$ cat config.mk
export PLATFORM = sky130hd
export DESIGN_NAME = aes_inv_sched
export DESIGN_NICKNAME = d
export VERILOG_FILES = /design/src/rtl/aes_sched_pkg.sv /design/src/rtl/aes_rr_arb.sv /design/src/rtl/aes_inv_sched.sv
export SDC_FILE = /design/constraint.sdc
export NUM_CORES = 1
export LEC_CHECK = 0
export BUFFER_PORTS_ARGS = -buffer_cell sky130_fd_sc_hd__buf_2
export CORE_AREA = 5 5 397 399
export CTS_BUF_LIST = sky130_fd_sc_hd__clkbuf_16
export DETAILED_ROUTE_END_ITERATION = 10
export DIE_AREA = 0 0 402 404
export GPL_ROUTABILITY_DRIVEN = 0
export SLEW_MARGIN = 10
export SYNTH_ARGS = -nofsm -noshare
export SYNTH_HDL_FRONTEND = slang
export SYNTH_SLANG_ARGS = --single-unit
$ cat constraint.sdc
create_clock -name clk -period 2.45 [get_ports clk]
set_input_delay 0.245 -clock clk [delete_from_list [all_inputs] [get_ports clk]]
set_output_delay 0.245 -clock clk [all_outputs]
set_load 0.02 [all_outputs]
$ cat src/rtl/aes_sched_pkg.sv
// Shared types and widths for the AES decryption-core scheduler.
package aes_sched_pkg;

  localparam int KEY_W = 128;
  localparam int TXT_W = 128;

  typedef logic [2:0] state_t;

  localparam state_t S_IDLE  = 3'd0;
  localparam state_t S_KLOAD = 3'd1;
  localparam state_t S_KWAIT = 3'd2;
  localparam state_t S_LOAD  = 3'd3;
  localparam state_t S_BUSY  = 3'd4;
  localparam state_t S_RESP  = 3'd5;

endpackage

$ cat src/rtl/aes_rr_arb.sv
// Combinational round-robin arbiter: first request at or after ptr, wrapping.
module aes_rr_arb #(
  parameter int NREQ  = 2,
  parameter int IDX_W = 1
) (
  input  logic [NREQ-1:0]  req,
  input  logic [IDX_W-1:0] ptr,
  output logic [NREQ-1:0]  grant,
  output logic [IDX_W-1:0] idx,
  output logic             any
);

  logic [NREQ-1:0] upper;

  genvar gi;
  generate
    for (gi = 0; gi < NREQ; gi++) begin : g_upper
      assign upper[gi] = req[gi] && (IDX_W'(gi) >= ptr);
    end
  endgenerate

  // Lowest request at/after ptr wins; otherwise wrap to the lowest overall.
  always_comb begin
    grant = '0;
    idx   = '0;
    any   = |req;
    for (int k = NREQ - 1; k >= 0; k--) begin
      if (req[k]) idx = IDX_W'(k);
    end
    if (|upper) begin
      for (int k = NREQ - 1; k >= 0; k--) begin
        if (upper[k]) idx = IDX_W'(k);
      end
    end
    if (any) grant[idx] = 1'b1;
  end

endmodule

$ cat src/rtl/aes_inv_sched.sv
// Shares one AES inverse-cipher core among NREQ requesters with a one-entry
// expanded-key cache, round-robin grant and a done timeout.
module aes_inv_sched
  import aes_sched_pkg::*;
#(
  parameter int NREQ         = 2,
  parameter int KEY_WAIT     = 12,
  parameter int DONE_TIMEOUT = 31,
  localparam int IDX_W       = (NREQ > 1) ? $clog2(NREQ) : 1
) (
  input  logic                  clk,
  input  logic                  rst,
  input  logic [NREQ-1:0]       req_valid,
  output logic [NREQ-1:0]       req_ready,
  input  logic [NREQ*KEY_W-1:0] req_key,
  input  logic [NREQ*TXT_W-1:0] req_text,
  output logic                  rsp_valid,
  input  logic                  rsp_ready,
  output logic [IDX_W-1:0]      rsp_id,
  output logic [TXT_W-1:0]      rsp_data,
  output logic                  rsp_err,
  input  logic                  key_flush,
  output logic                  core_kld,
  output logic                  core_ld,
  output logic [KEY_W-1:0]      core_key,
  output logic [TXT_W-1:0]      core_text_in,
  input  logic                  core_done,
  input  logic [TXT_W-1:0]      core_text_out
);

  localparam int WCNT_W = $clog2(KEY_WAIT + 1);
  localparam int TCNT_W = $clog2(DONE_TIMEOUT + 1);

  state_t              state_reg;
  logic [IDX_W-1:0]    rr_ptr_reg;
  logic                key_vld_reg;
  logic [KEY_W-1:0]    cache_key_reg;
  logic [WCNT_W-1:0]   wcnt_reg;
  logic [TCNT_W-1:0]   tcnt_reg;
  logic [TCNT_W-1:0]   tcnt_inc;

  logic [KEY_W-1:0]    key_arr  [NREQ];
  logic [TXT_W-1:0]    text_arr [NREQ];
  logic [NREQ-1:0]     arb_grant;
  logic [IDX_W-1:0]    arb_idx;
  logic                arb_any;
  logic                grant_ok;
  logic                cache_hit;
  logic [IDX_W-1:0]    rr_ptr_next;

  genvar gi;
  generate
    for (gi = 0; gi < NREQ; gi++) begin : g_unpack
      assign key_arr[gi]  = req_key[KEY_W*gi +: KEY_W];
      assign text_arr[gi] = req_text[TXT_W*gi +: TXT_W];
    end
  endgenerate

  aes_rr_arb #(
    .NREQ  (NREQ),
    .IDX_W (IDX_W)
  ) u_arb (
    .req   (req_valid),
    .ptr   (rr_ptr_reg),
    .grant (arb_grant),
    .idx   (arb_idx),
    .any   (arb_any)
  );

  // Grants are suppressed while reset is held so no request is silently dropped.
  assign grant_ok    = rst && (state_reg == S_IDLE) && arb_any;
  assign req_ready   = arb_grant & {NREQ{grant_ok}};
  assign cache_hit   = key_vld_reg && (key_arr[arb_idx] == cache_key_reg);
  assign rr_ptr_next = (arb_idx == IDX_W'(NREQ - 1)) ? '0 : arb_idx + 1'b1;
  assign tcnt_inc    = tcnt_reg + 1'b1;

  assign core_kld  = (state_reg == S_KLOAD);
  assign core_ld   = (state_reg == S_LOAD);
  assign rsp_valid = (state_reg == S_RESP);

  always_ff @(posedge clk) begin
    if (!rst) begin
      state_reg     <= S_IDLE;
      rr_ptr_reg    <= '0;
      key_vld_reg   <= 1'b0;
      cache_key_reg <= '0;
      wcnt_reg      <= '0;
      tcnt_reg      <= '0;
      core_key      <= '0;
      core_text_in  <= '0;
      rsp_id        <= '0;
      rsp_data      <= '0;
      rsp_err       <= 1'b0;
    end else begin
      case (state_reg)
        S_IDLE: begin
          if (grant_ok) begin
            core_key     <= key_arr[arb_idx];
            core_text_in <= text_arr[arb_idx];
            rsp_id       <= arb_idx;
            rr_ptr_reg   <= rr_ptr_next;
            state_reg    <= cache_hit ? S_LOAD : S_KLOAD;
          end
        end
        S_KLOAD: begin
          key_vld_reg <= 1'b0;
          wcnt_reg    <= '0;
          state_reg   <= S_KWAIT;
        end
        S_KWAIT: begin
          if (wcnt_reg == WCNT_W'(KEY_WAIT - 1)) begin
            key_vld_reg   <= 1'b1;
            cache_key_reg <= core_key;
            state_reg     <= S_LOAD;
          end else begin
            wcnt_reg <= wcnt_reg + 1'b1;
          end
        end
        S_LOAD: begin
          tcnt_reg  <= '0;
          state_reg <= S_BUSY;
        end
        S_BUSY: begin
          if (core_done) begin
            rsp_data  <= core_text_out;
            rsp_err   <= 1'b0;
            state_reg <= S_RESP;
          end else if (tcnt_inc == TCNT_W'(DONE_TIMEOUT - 1)) begin
            // A hung core may hold a corrupt schedule, so drop the cached key too.
            rsp_data    <= '0;
            rsp_err     <= 1'b1;
            key_vld_reg <= 1'b0;
            state_reg   <= S_RESP;
          end else begin
            tcnt_reg <= tcnt_inc;
          end
        end
        S_RESP: begin
          if (rsp_ready) state_reg <= S_IDLE;
        end
        default: state_reg <= S_IDLE;
      endcase
      if (key_flush) key_vld_reg <= 1'b0;
    end
  end

endmodule

==> summary.txt <==
Clock network
  • H-tree depth: 3
  • Longest Clk Path Bufs: 3
  • Clock tree root buffer cell: clkbuf_16
  • Worst-path clk slew: 60 ps
  • CTS tree: built
  • Worst-skew pair later-pin latency: 670 ps
  • CTS Sinks: 528
  • Cts bufs inserted: 66

Routing
  • Post-DRT Antenna Nets: 0
  • Wirelength per Cell: 24.3 µm
  • Via count: 30.1k
  • DR vias/cell: 4.59
  • TritonRoute pass-1 iters: 9
  • Final WL: 160000 µm
  • Starting DRT DRC Count: 3310
  • Drc violations: 0

Place
  • Post-DP HPWL: 125000 µm
  • IO Port Bufs: 1037
  • Placed instance count: 5912
  • DP Area: 0.0325 mm²

Critical path
  • R2R Path Start: rr_ptr_reg
  • Critical path class: reg -> reg
  • WP data arrival: 3360 ps
  • Worst setup SP type: flop
  • Worst reg2reg endpoint: state_reg[1]
  • Setup crit end kind: flop
  • R2R cell count: 10
  • Crit Path Max Fanout: 8
  • Worst path required time: 3030 ps
  • R2r setup slk: -320 ps

STA
  • Slew Limit Fails: 0
  • Fin worst setup slack: -324 ps
  • Rel. slew slack: 30.9%
  • Fin crit share: 113%
  • Worst Tran Pin Value: 1040 ps
  • Setup_tns: -334 ps
  • Setup Skew: 37.3 ps
  • Max Freq: 0.361 GHz
  • Unrepaired setup endpoints after global routing: true
  • Final Hold Fails: 0
  • # setup viols final: 2
  • Tmin final: 2770 ps

Worst hold path
  • Hold Path End: core_text_in[89]
  • Hold Path Origin: req_text[89]
  • Hold WC Path Type: in -> reg
  • Hold depth: 4

Synth
  • Synthesis Warnings: 0
  • Most used flip-flop cell after synthesis: dfxtp_1
  • Top-area cell type share of the netlist area: 44.4%
  • Syn Inst Count: 2878
  • Cell taking the most area after synthesis: dfxtp_1
  • Sequential share of the synthesized area: 44.4%
  • Syn_nets: 3528
  • FF+latch count, synth: 528
  • Post-synth EDFFs: 0
  • Yosys cell types: 68
  • Mapped cell area: 0.0238 mm²
  • Syn avg cell area: 8.27 µm²
  • Asr flop ratio synth: 0%
  • Synth area leaders: dfxtp_1, nand2_1, a21boi_0

Power and ir drop
  • Pwr Density: 618 mW/mm²
  • Leak pwr: 18.0 nW
  • Tot Pwr: 24.8 mW
  • Peak VDD IR: 0.446 mV

Cells and area
  • Design area: 0.0401 mm²
  • Share of cells above drive strength 1: 30.9%
  • Fin nets: 5094
  • Area growth, synth to finish: 68.6%
  • Final cell count without fillers: 6568
  • Fin util: 26.1%
  • Layout filler cell count: 16.4k

GRT
  • Initial antenna violation count: 87
  • Largest net degree at the start of global routing: 169
  • First-pass GRT wire length: 217000 µm
  • Vias in the first global route: 28.8k
  • Total gr overflow: 0
  • Overall Global Routing Usage: 18.4%

Floorplanning
  • Core area: 0.154 mm²
  • Die area: 0.162 mm²
  • Die Y: 404 µm
  • Die W: 402 µm
  • FP Rows: 144
  • Initial Utilization: 15.5%
  • IO Pins: 1038

Status
  • Outcome: complete, but fails checks
  • Failing checks: negative setup slack

Flow run
  • Max-cap violations: 0
[layout by cell type, fill, tap and decap left out, types with 5 or more instances in the layout]
master / count
xnor2_1: 23
a221oi_1: 6
nand2_1: 668
a22oi_1: 12
clkinv_2: 6
dlygate4sd3_1: 499
o2bb2ai_1: 11
buf_12: 36
inv_1: 75
nand3_1: 390
o2111ai_1: 9
dfxtp_1: 528
diode_2: 34
nor2b_1: 12
o21ai_0: 146
nor2_1: 27
a21oi_1: 30
nor4_2: 6
o211a_1: 129
xor2_1: 20
a21boi_0: 261
or4_4: 5
o22ai_1: 32
a222oi_1: 7
clkbuf_16: 67
and2_1: 5
nand4_1: 14
a2bb2oi_1: 13
mux2i_1: 99
clkinv_1: 14
mux2i_2: 15
and3_1: 5
a31oi_1: 5
nand2b_1: 8
buf_2: 1033
buf_4: 160
[cells by family after synthesis]
| group | share of synthesized area [%] |
|---|---|
| AO/OA/AOI/OAI | 22.1 |
| XOR/XNOR | 1.58 |
| adder cells (fa/ha/maj) | 0.158 |
| buffers and inverters | 5.04 |
| AND/OR/NAND/NOR | 21.7 |
| flip-flops | 44.4 |
| multiplexers | 4.99 |
[cells in the mapped netlist (7+ instances only)]
| master | instances |
|---|---|
| o21ai_0 | 146 |
| nor2_1 | 29 |
| a22oi_1 | 12 |
| o2111ai_1 | 9 |
| o2bb2ai_1 | 11 |
| nor4_1 | 10 |
| mux2i_1 | 116 |
| a221oi_1 | 7 |
| xnor2_1 | 23 |
| buf_1 | 24 |
| nand2_1 | 671 |
| or4_1 | 7 |
| nand2b_1 | 8 |
| a21oi_1 | 30 |
| a222oi_1 | 7 |
| xor2_1 | 20 |
| inv_1 | 63 |
| o211a_1 | 129 |
| a21boi_0 | 261 |
| a2bb2oi_1 | 14 |
| nor2b_1 | 12 |
| o22ai_1 | 34 |
| clkbuf_1 | 197 |
| nand4_1 | 14 |
| dfxtp_1 | 528 |
| nand3_1 | 391 |
| buf_2 | 8 |
[cell type report]
| cell class | instances | area (µm²) | area share (%) |
|---|---|---|---|
| Clock inverter | 47 | 410 | 1.02 |
| Multi-Input combinational cell | 2049 | 12300 | 30.7 |
| Antenna cell | 34 | 85.1 | 0.212 |
| Clock buffer | 67 | 1680 | 4.18 |
| Inverter | 63 | 236 | 0.590 |
| Sequential cell | 528 | 10600 | 26.4 |
| Timing Repair Buffer | 1736 | 12300 | 30.6 |
| Tap cell | 2044 | 2560 | 6.38 |
[where the power goes]
group          switching (mW)  internal, mW
Combinational            3.22          2.32
Sequential              0.424          9.10
Clock                    4.27          5.44
[worst max path at each step]
| stage | from | to | slack, ps | cells after the start |
|---|---|---|---|---|
| floorplan | rr_ptr_reg | state_reg[1] | 210 | 12 |
| global placement | req_valid[0] | state_reg[1] | -670 | 11 |
| detailed placement | req_valid[0] | state_reg[1] | -700 | 11 |
| CTS | rr_ptr_reg | state_reg[1] | -180 | 10 |
| global route | rr_ptr_reg | state_reg[1] | -340 | 10 |
| finish | rr_ptr_reg | state_reg[1] | -320 | 10 |
[what timing repair did]
| item | CTS | global route |
|---|---|---|
| hold endpoints to repair | 324 | 0 |
| pin swaps | 7 | 0 |
| setup buffers | 5 | 0 |
| hold buffers | 499 | 0 |
| gates resized for setup | 54 | 7 |
| cloned | 4 | 0 |
| endpoints found under the setup margin | 4 | 8 |
[through the flow]
step	hold slack (ps)	setup WS, ps
2_1_floorplan	390	211
3_3_place_gp	452	-667
3_5_place_dp	460	-697
4_1_cts	0.195	-182
5_1_grt	22.0	-340
6_report	50.8	-324
[worst max-delay path, cell delays in order (launching register included)]
cell      delay, ps
dfxtp_1         330
nand2b_4        140
and2_4          280
buf_12          190
buf_4           200
mux2i_1         280
xor2_1          180
nand4_1         370
nor4_4          370
nand4_1         160
o21ai_1         190
[per-layer routing]
| layer | vias up | global-route usage, % | wire length, µm |
|---|---|---|---|
| li1 | 13300 | - | - |
| met5 | - | 0 | 371 |
| met1 | 14400 | 23.2 | 64200 |
| met2 | 1963 | 27.2 | 66700 |
| met3 | 491 | 8.35 | 20800 |
| met4 | 60 | 7.49 | 7660 |
Power figures use the tool's default switching activity.
